**src/rtl/conv33_pkg.sv**
```systemverilog
// conv33_pkg: shared types and constants for the 3x3 convolution MAC stage.
//   state_t       : MAC FSM states (ACC = taking taps, HOLD = result presented)
//   KERNEL_SIZE   : taps per output window (3x3)
//   *_WIDTH_DEF   : default operand / accumulator widths
//   sext_product  : signed pixel*weight product sign-extended to OUT_WIDTH_DEF
package conv33_pkg;

  localparam int DATA_WIDTH_DEF = 8;
  localparam int OUT_WIDTH_DEF  = 32;
  localparam int KERNEL_SIZE    = 9;

  typedef enum logic {
    ACC  = 1'b0,
    HOLD = 1'b1
  } state_t;

  function automatic logic [OUT_WIDTH_DEF-1:0] sext_product(
    input logic signed [DATA_WIDTH_DEF-1:0] pix,
    input logic signed [DATA_WIDTH_DEF-1:0] wgt
  );
    logic signed [2*DATA_WIDTH_DEF-1:0] p;
    p = pix * wgt;
    return {{(OUT_WIDTH_DEF-2*DATA_WIDTH_DEF){p[2*DATA_WIDTH_DEF-1]}}, p};
  endfunction

endpackage

```
**src/rtl/conv33_mul.sv**
```systemverilog
// conv33_mul: combinational signed DATA_WIDTH x DATA_WIDTH multiplier.
// Kept as its own block so a DSP-mapped or pipelined multiplier can replace it.
//   i_a, i_b : signed operands
//   o_p      : full-precision signed product (2*DATA_WIDTH bits)
module conv33_mul #(
  parameter int DATA_WIDTH = conv33_pkg::DATA_WIDTH_DEF
) (
  input  logic signed [DATA_WIDTH-1:0]   i_a,
  input  logic signed [DATA_WIDTH-1:0]   i_b,
  output logic signed [2*DATA_WIDTH-1:0] o_p
);

  assign o_p = i_a * i_b;

endmodule

```
**src/rtl/conv33_mac.sv**
```systemverilog
// conv33_mac: 3x3 convolution multiply-accumulate stage.
// Takes KERNEL_SIZE signed (pixel, weight) pairs per window, adds the bias
// sampled with tap 0 and presents one wrapped OUT_WIDTH sum downstream.
//
// Handshakes (both sides): a transfer happens on a rising clk edge where the
// producer's valid and the consumer's ready are both high. ready never depends
// on valid in the same cycle; a presented result stays stable until taken.
//
// Ports:
//   clk, rst    : clock, asynchronous active-high reset
//   start       : stage enable; low blocks tap acceptance (output side unaffected)
//   valid_in    : tap pair valid          ready_out : stage can accept a tap
//   pix_in      : signed pixel            wgt_in    : signed weight
//   bias_in     : signed bias, used only with tap 0 of a window
//   valid_out   : result valid            ready_in  : downstream ready
//   data_out    : signed window sum
//   done        : one-cycle pulse the cycle after a result is accepted
//   dbg_state   : current FSM state, for observation only
module conv33_mac #(
  parameter int DATA_WIDTH  = conv33_pkg::DATA_WIDTH_DEF,
  parameter int OUT_WIDTH   = conv33_pkg::OUT_WIDTH_DEF,
  parameter int KERNEL_SIZE = conv33_pkg::KERNEL_SIZE
) (
  input  logic                         clk,
  input  logic                         rst,
  input  logic                         start,
  input  logic                         valid_in,
  output logic                         ready_out,
  input  logic signed [DATA_WIDTH-1:0] pix_in,
  input  logic signed [DATA_WIDTH-1:0] wgt_in,
  input  logic signed [OUT_WIDTH-1:0]  bias_in,
  output logic                         valid_out,
  input  logic                         ready_in,
  output logic signed [OUT_WIDTH-1:0]  data_out,
  output logic                         done,
  output conv33_pkg::state_t           dbg_state
);

  import conv33_pkg::*;

  localparam int CNT_W = (KERNEL_SIZE > 1) ? $clog2(KERNEL_SIZE) : 1;
  localparam logic [CNT_W-1:0] LAST_TAP = CNT_W'(KERNEL_SIZE - 1);

  state_t                   r_state,   w_state_nxt;
  logic [CNT_W-1:0]         r_tap_cnt, w_tap_cnt_nxt;
  logic [OUT_WIDTH-1:0]     r_acc,     w_acc_nxt;
  logic [OUT_WIDTH-1:0]     r_data,    w_data_nxt;
  logic                     r_valid,   w_valid_nxt;
  logic                     r_done,    w_done_nxt;

  logic signed [2*DATA_WIDTH-1:0] w_prod;
  logic [OUT_WIDTH-1:0]           w_prod_ext;
  logic [OUT_WIDTH-1:0]           w_sum;
  logic                           w_accept;

  conv33_mul #(.DATA_WIDTH(DATA_WIDTH)) u_mul (
    .i_a (pix_in),
    .i_b (wgt_in),
    .o_p (w_prod)
  );

  assign w_prod_ext = {{(OUT_WIDTH-2*DATA_WIDTH){w_prod[2*DATA_WIDTH-1]}}, w_prod};

  // Tap 0 starts from the fresh bias; any bias left on the bus from an
  // earlier window is never folded into later taps.
  assign w_sum = (r_tap_cnt == '0) ? ($unsigned(bias_in) + w_prod_ext)
                                   : (r_acc + w_prod_ext);

  assign ready_out = start && (r_state == ACC);
  assign w_accept  = valid_in && ready_out;

  always_ff @(posedge clk or posedge rst) begin
    if (rst) begin
      r_state   <= ACC;
      r_tap_cnt <= '0;
      r_acc     <= '0;
      r_data    <= '0;
      r_valid   <= 1'b0;
      r_done    <= 1'b0;
    end else begin
      r_state   <= w_state_nxt;
      r_tap_cnt <= w_tap_cnt_nxt;
      r_acc     <= w_acc_nxt;
      r_data    <= w_data_nxt;
      r_valid   <= w_valid_nxt;
      r_done    <= w_done_nxt;
    end
  end

  always_comb begin
    w_state_nxt   = r_state;
    w_tap_cnt_nxt = r_tap_cnt;
    w_acc_nxt     = r_acc;
    w_data_nxt    = r_data;
    w_valid_nxt   = r_valid;
    w_done_nxt    = 1'b0;

    case (r_state)
      ACC: begin
        if (w_accept) begin
          w_acc_nxt = w_sum;
          if (r_tap_cnt == LAST_TAP) begin
            w_data_nxt    = w_sum;
            w_valid_nxt   = 1'b1;
            w_tap_cnt_nxt = '0;
            w_state_nxt   = HOLD;
          end else begin
            w_tap_cnt_nxt = r_tap_cnt + CNT_W'(1);
          end
        end
      end
      HOLD: begin
        // start is deliberately ignored here: it only gates the input side.
        if (r_valid && ready_in) begin
          w_valid_nxt = 1'b0;
          w_done_nxt  = 1'b1;
          w_state_nxt = ACC;
        end
      end
      default: begin
        w_state_nxt = ACC;
      end
    endcase
  end

  assign valid_out = r_valid;
  assign data_out  = $signed(r_data);
  assign done      = r_done;
  assign dbg_state = r_state;

endmodule
```
**config.mk**
```make
export PLATFORM = sky130hd
export DESIGN_NAME = conv33_mac
export DESIGN_NICKNAME = d
export VERILOG_FILES = /design/src/rtl/conv33_pkg.sv /design/src/rtl/conv33_mul.sv /design/src/rtl/conv33_mac.sv
export SDC_FILE = /design/constraint.sdc
export NUM_CORES = 1
export LEC_CHECK = 0
export BUFFER_PORTS_ARGS = -buffer_cell sky130_fd_sc_hd__clkbuf_2
export CORE_MARGIN = 5
export CORE_UTILIZATION = 45
export CTS_CLUSTER_SIZE = 8
export DETAILED_ROUTE_END_ITERATION = 10
export GPL_TIMING_DRIVEN = 0
export SYNTH_ARGS = -nofsm -noshare
export SYNTH_HDL_FRONTEND = slang
export SYNTH_SLANG_ARGS = --single-unit
```
**constraint.sdc**
```tcl
create_clock -name clk -period 4.9 [get_ports clk]
set_input_delay 0.98 -clock clk [delete_from_list [all_inputs] [get_ports clk]]
set_output_delay 0.98 -clock clk [all_outputs]
set_load 0.005 [all_outputs]
```
* Word-level counts from Yosys, hierarchy flattened
Cells that the tools add are included. Widths: inputs -> output; s select.
Word-level totals: register bits 71, output and inout port bits 36, word-level logic and storage cells 34
Cells by class: $add $sub $neg 3, $mul 1, equal/unequal tests 4, multiplexer cells 12, bitwise operators 1, reduce and logical (&&, ||, !) cells 7
Operator list (count):
- $add 32x32->32 | 2
- $mux 32 | 1
- $mul 8x8->16 | 1
- $mux 1 | 8
- $reduce_and 3->1 | 2
- $add 4x1->4 const B | 1
- $eq 4x4->1 const B | 1
- $logic_not 4->1 | 1
- $mux 4 | 1
- $ne 2x1->1 const B | 2
- $pmux 1 s2 | 2
- $logic_and 1x1->1 | 3
- $ne 2x2->1 const B | 1
- $reduce_and 2->1 | 1
- $not 1->1 | 1

* Longest topological paths before layout
word-level depth 5, mapped depth 30, depth with buffers taken out 30

* Cells and area by module
A second synthesis with hierarchy kept.
Unflattened totals: cell total of the unflattened synthesis 836, area total of the unflattened synthesis 7330.8 µm²
Modules (own cells, without submodules):
- conv33_mac | times used 1, cells each 552, area an instance 4818.4 µm², sequential area each 1776.7 µm²
- conv33_mul | times used 1, cells each 284, area an instance 2512.4 µm², sequential area each 0.0 µm²

* Worst setup path before layout
Ideal clock, no wire load.
kind input -> register, from input wgt_in[3], to register r_data[28] (netlist: data_out[28]), data arrival time 7.038 ns, data required time 4.765 ns, slack -2.272 ns, stages 26, cells stage by stage and2_1 -> fa_1 -> inv_1 -> fa_1 -> inv_1 -> fa_1 -> inv_1 -> fa_1 -> inv_1 -> ha_1 -> a2111oi_2 -> o21a_1 -> a311oi_2 -> xnor2_2 -> buf_6 -> buf_2 -> ha_1 -> a21o_1 -> a21o_1 -> a21oi_1 -> nor2b_1 -> a311oi_1 -> nand2_1 -> mux2i_1 -> xnor2_1 -> o21ai_0
On the way: word-level cells in the longest chain between the ends 3, elaborated cells between the ends (all ways) 4
RTL lines:
- start: declaration | line conv33_mac.sv:30 | input logic signed [DATA_WIDTH-1:0] wgt_in,
- $mul 8x8->16 (*) | line conv33_mul.sv:13 | assign o_p = i_a * i_b;
- $add 32x32->32, on equally long branches | line conv33_mac.sv:67, conv33_mac.sv:66
- $mux 32 (*) | line conv33_mac.sv:66 | assign w_sum = (r_tap_cnt == '0) ? ($unsigned(bias_in) + w_prod_ext)
- end signal: assignment | line conv33_mac.sv:84 | r_data <= w_data_nxt;
- end: declaration | line conv33_mac.sv:47 | logic [OUT_WIDTH-1:0] r_data, w_data_nxt;
Mark *: on every way between the ends. The rest lies on a longest branch, timed or not. A chain may end at the register's enable or synchronous reset.

* Worst setup path in the final report
from input pix_in[3], to register r_data[30] (netlist: data_out[30])
On the way: word-level cells in the longest chain between the ends 3, elaborated cells between the ends (all ways) 4
RTL lines:
- start: declaration | line conv33_mac.sv:29 | input logic signed [DATA_WIDTH-1:0] pix_in,
- $mul 8x8->16 (*) | line conv33_mul.sv:13
- $add 32x32->32, on equally long branches | line conv33_mac.sv:67, conv33_mac.sv:66
- $mux 32 (*) | line conv33_mac.sv:66
Marks and branches as above.

==> metrics.csv <==
metric;value;unit
net count after synthesis;969;
drt pass-1 iters;4;
first-pass GRT wire length;30600;um
max-slew violations;0;
Final ANT Viol Nets;0;
sequential area share after synthesis;24.7;%
final instance area;9850;um2
FF+latch count, synth;71;
FP Rows;46;
ys async rst share;100;%
number of clock sinks;71;
highest cell delay on the worst timing path;0.54;ns
Remaining DRCs;0;
syn_area_per_cell;8.97;um2
slowest CP cell;fa_1;
via count;6096;
CP Max Fanout;5;
root buffer cell;clkbuf_16;
cells after synthesis;802;
worst setup margin;-1.88;ns
Final setup violation count;48;
clk_lat worst skew;0.34;ns
Worst slew margin;39.9;%
Initial Util;45.6;%
Synth top cells by count;nand2_1 (109), inv_1 (103), dfrtp_1 (71), o21ai_0 (71), ha_1 (58);
most frequent cell on the critical path;fa_1;
WP buf/inv;10;
Post-Syn Area;7190;um2
Period minus WS final;6.78;ns
post-DP HPWL;13800;um
Die X;136;um
most area-consuming cells after synthesis;dfrtp_1 (25%), fa_1 (16%), ha_1 (10%);
Final Skew;0.00720;ns
Top Ports;89;
Core Region;15800;um2
Vias/cell;5.16;
Worst path top cell family by delay;adder cells;
vias in the first global route;6231;
CP Capture Type;flip-flop;
worst min path class;flip-flop to flip-flop;
diode count;0;
Die ar.;18600;um2
EDFF count, synth;0;
Clock Tree Buf Depth;2;
largest net degree at the start of global routing;72;
Yosys Warn Count;0;
Yosys top cell area share;24.7;%
Arr. time, crit path;6.98;ns
Placer Congestion;0.854;
Final Hold Viols;0;
Max Freq;0.148;GHz
Worst EP required;5.10;ns
violated checks;setup timing;
# port buffers;88;
most common cell in the netlist;nand2_1;
routed len/inst;15.9;um
CTS tree;yes;
unrepaired setup endpoints after global routing;true;
H-tree Lvls;3;
Final period util;138;%
Crit Path Class;input port to flip-flop;
outcome;finished with violations;
total CTS buffers;9;
Cell variety after synth;61;
Area growth, synth to finish;37.0;%
Worst-Margin Slew;0.902;ns
initial antenna violation count;1;
share of cells above drive strength 1;35.3;%
GRT overflow;0;
Post-Route WL;18800;um
ys flop type;dfrtp_1;
largest area contributor in the netlist;dfrtp_1;
# nets final;1128;
Overall Global Routing Usage;20.4;%
# fillers;1357;
cell area after placement;8140;um2
die height;136;um
Clock Pin Slew Worst Setup and Hold Paths;0.06;ns
number of DRC markers in iteration 0;288;
startpoint types;input port;
max_cap viols;0;
[placed cells by master (no fill, tap or decap), types with 7 or more instances in the layout]
cell type / instances
a21o_1: 14
a21oi_1: 12
a21oi_2: 20
and2_1: 42
and2_4: 7
buf_4: 41
buf_6: 16
clkbuf_1: 14
clkbuf_16: 10
clkbuf_2: 76
dfrtp_1: 71
fa_1: 53
ha_1: 39
ha_4: 17
inv_1: 91
inv_2: 11
mux2_2: 25
mux2i_1: 11
nand2_1: 100
nand2_2: 8
nor2_1: 18
nor2b_1: 10
o21ai_0: 24
o21ai_1: 42
o21ai_2: 13
xnor2_1: 21
xnor2_2: 11
xor2_1: 12
[cell families after synthesis]
family	after synthesis	synth area share [%]
simple gates	230	15.4
compound gates	175	15.3
buf+inv	122	6.58
fa+ha+maj	114	25.7
flops	71	24.7
xor+xnor	52	6.44
mux	38	5.90
[area by class of cell]
type,instances,area [um2],share of cell area [%]
clock inverters,7,120,1.22
plain buffers,19,101,1.03
repair buffers,148,1100,11.2
clock buffers,9,225,2.29
inverters,103,389,3.95
multi-input cells,609,5860,59.5
well taps,216,270,2.74
flip-flops and latches,71,1780,18.0
[worst min-delay path: cells and delay by family, from the launching register on]
kind             cells  cell delay (ns)
flip-flops           1             0.34
AND/OR/NAND/NOR      2             0.10
[registers in the layout (all words and copies together), names as in the netlist]
signal	count
dbg_state	1
valid_out	1
r_acc	32
r_tap_cnt	4
data_out	32
done	1
[final timing paths]
kind                                      to  slack [ns]  depth (start not counted)         start
min in group asynchronous       data_out[28]        0.81                          2           rst
max in group asynchronous          r_acc[13]        3.49                          2           rst
worst min-delay path             data_out[1]        0.48                          2   data_out[1]
worst min register to register   data_out[1]        0.48                          2   data_out[1]
worst max-delay path            data_out[30]       -1.88                         30     pix_in[3]
worst max register to register  data_out[30]       -0.62                         21  r_tap_cnt[0]
[timing repair]
| action | in CTS | in global routing |
|---|---|---|
| resized for setup | 107 | 72 |
| gates cloned | 2 | 0 |
| pin swaps | 58 | 39 |
| endpoints found under the setup margin | 48 | 50 |
| hold buffers | 0 | 0 |
| setup buffers | 44 | 18 |
[through the flow]
| stage | setup slack [ns] | hold WS [ns] | utilization (%) | setup TNS [ns] | std cells |
|---|---|---|---|---|---|
| 4_1_cts | -1.79 | 0.476 | 59.6 | -59.57 | 1167 |
| 5_1_grt | -2.09 | 0.497 | 62.5 | -71.81 | 1182 |
| 6_report | -1.88 | 0.475 | 62.5 | -61.29 | 1182 |
| 3_3_place_gp | -2.38 | 0.454 | 51.6 | -86.04 | 1106 |
| 2_1_floorplan | -1.62 | 0.442 | - | -52.73 | 802 |
| 3_5_place_dp | -2.45 | 0.460 | 51.6 | -88.40 | 1106 |
[per-layer routing]
layer	routed length, um	track usage (%)	vias up
met1	7560	24.5	2956
li1	-	-	2980
met4	310	7.05	2
met3	756	2.11	29
met2	10200	37.8	129
met5	13	0	-
Power is left out: the tool's default activity adds up to more than one toggle a clock period on the data nets, which glitch-free logic cannot reach.
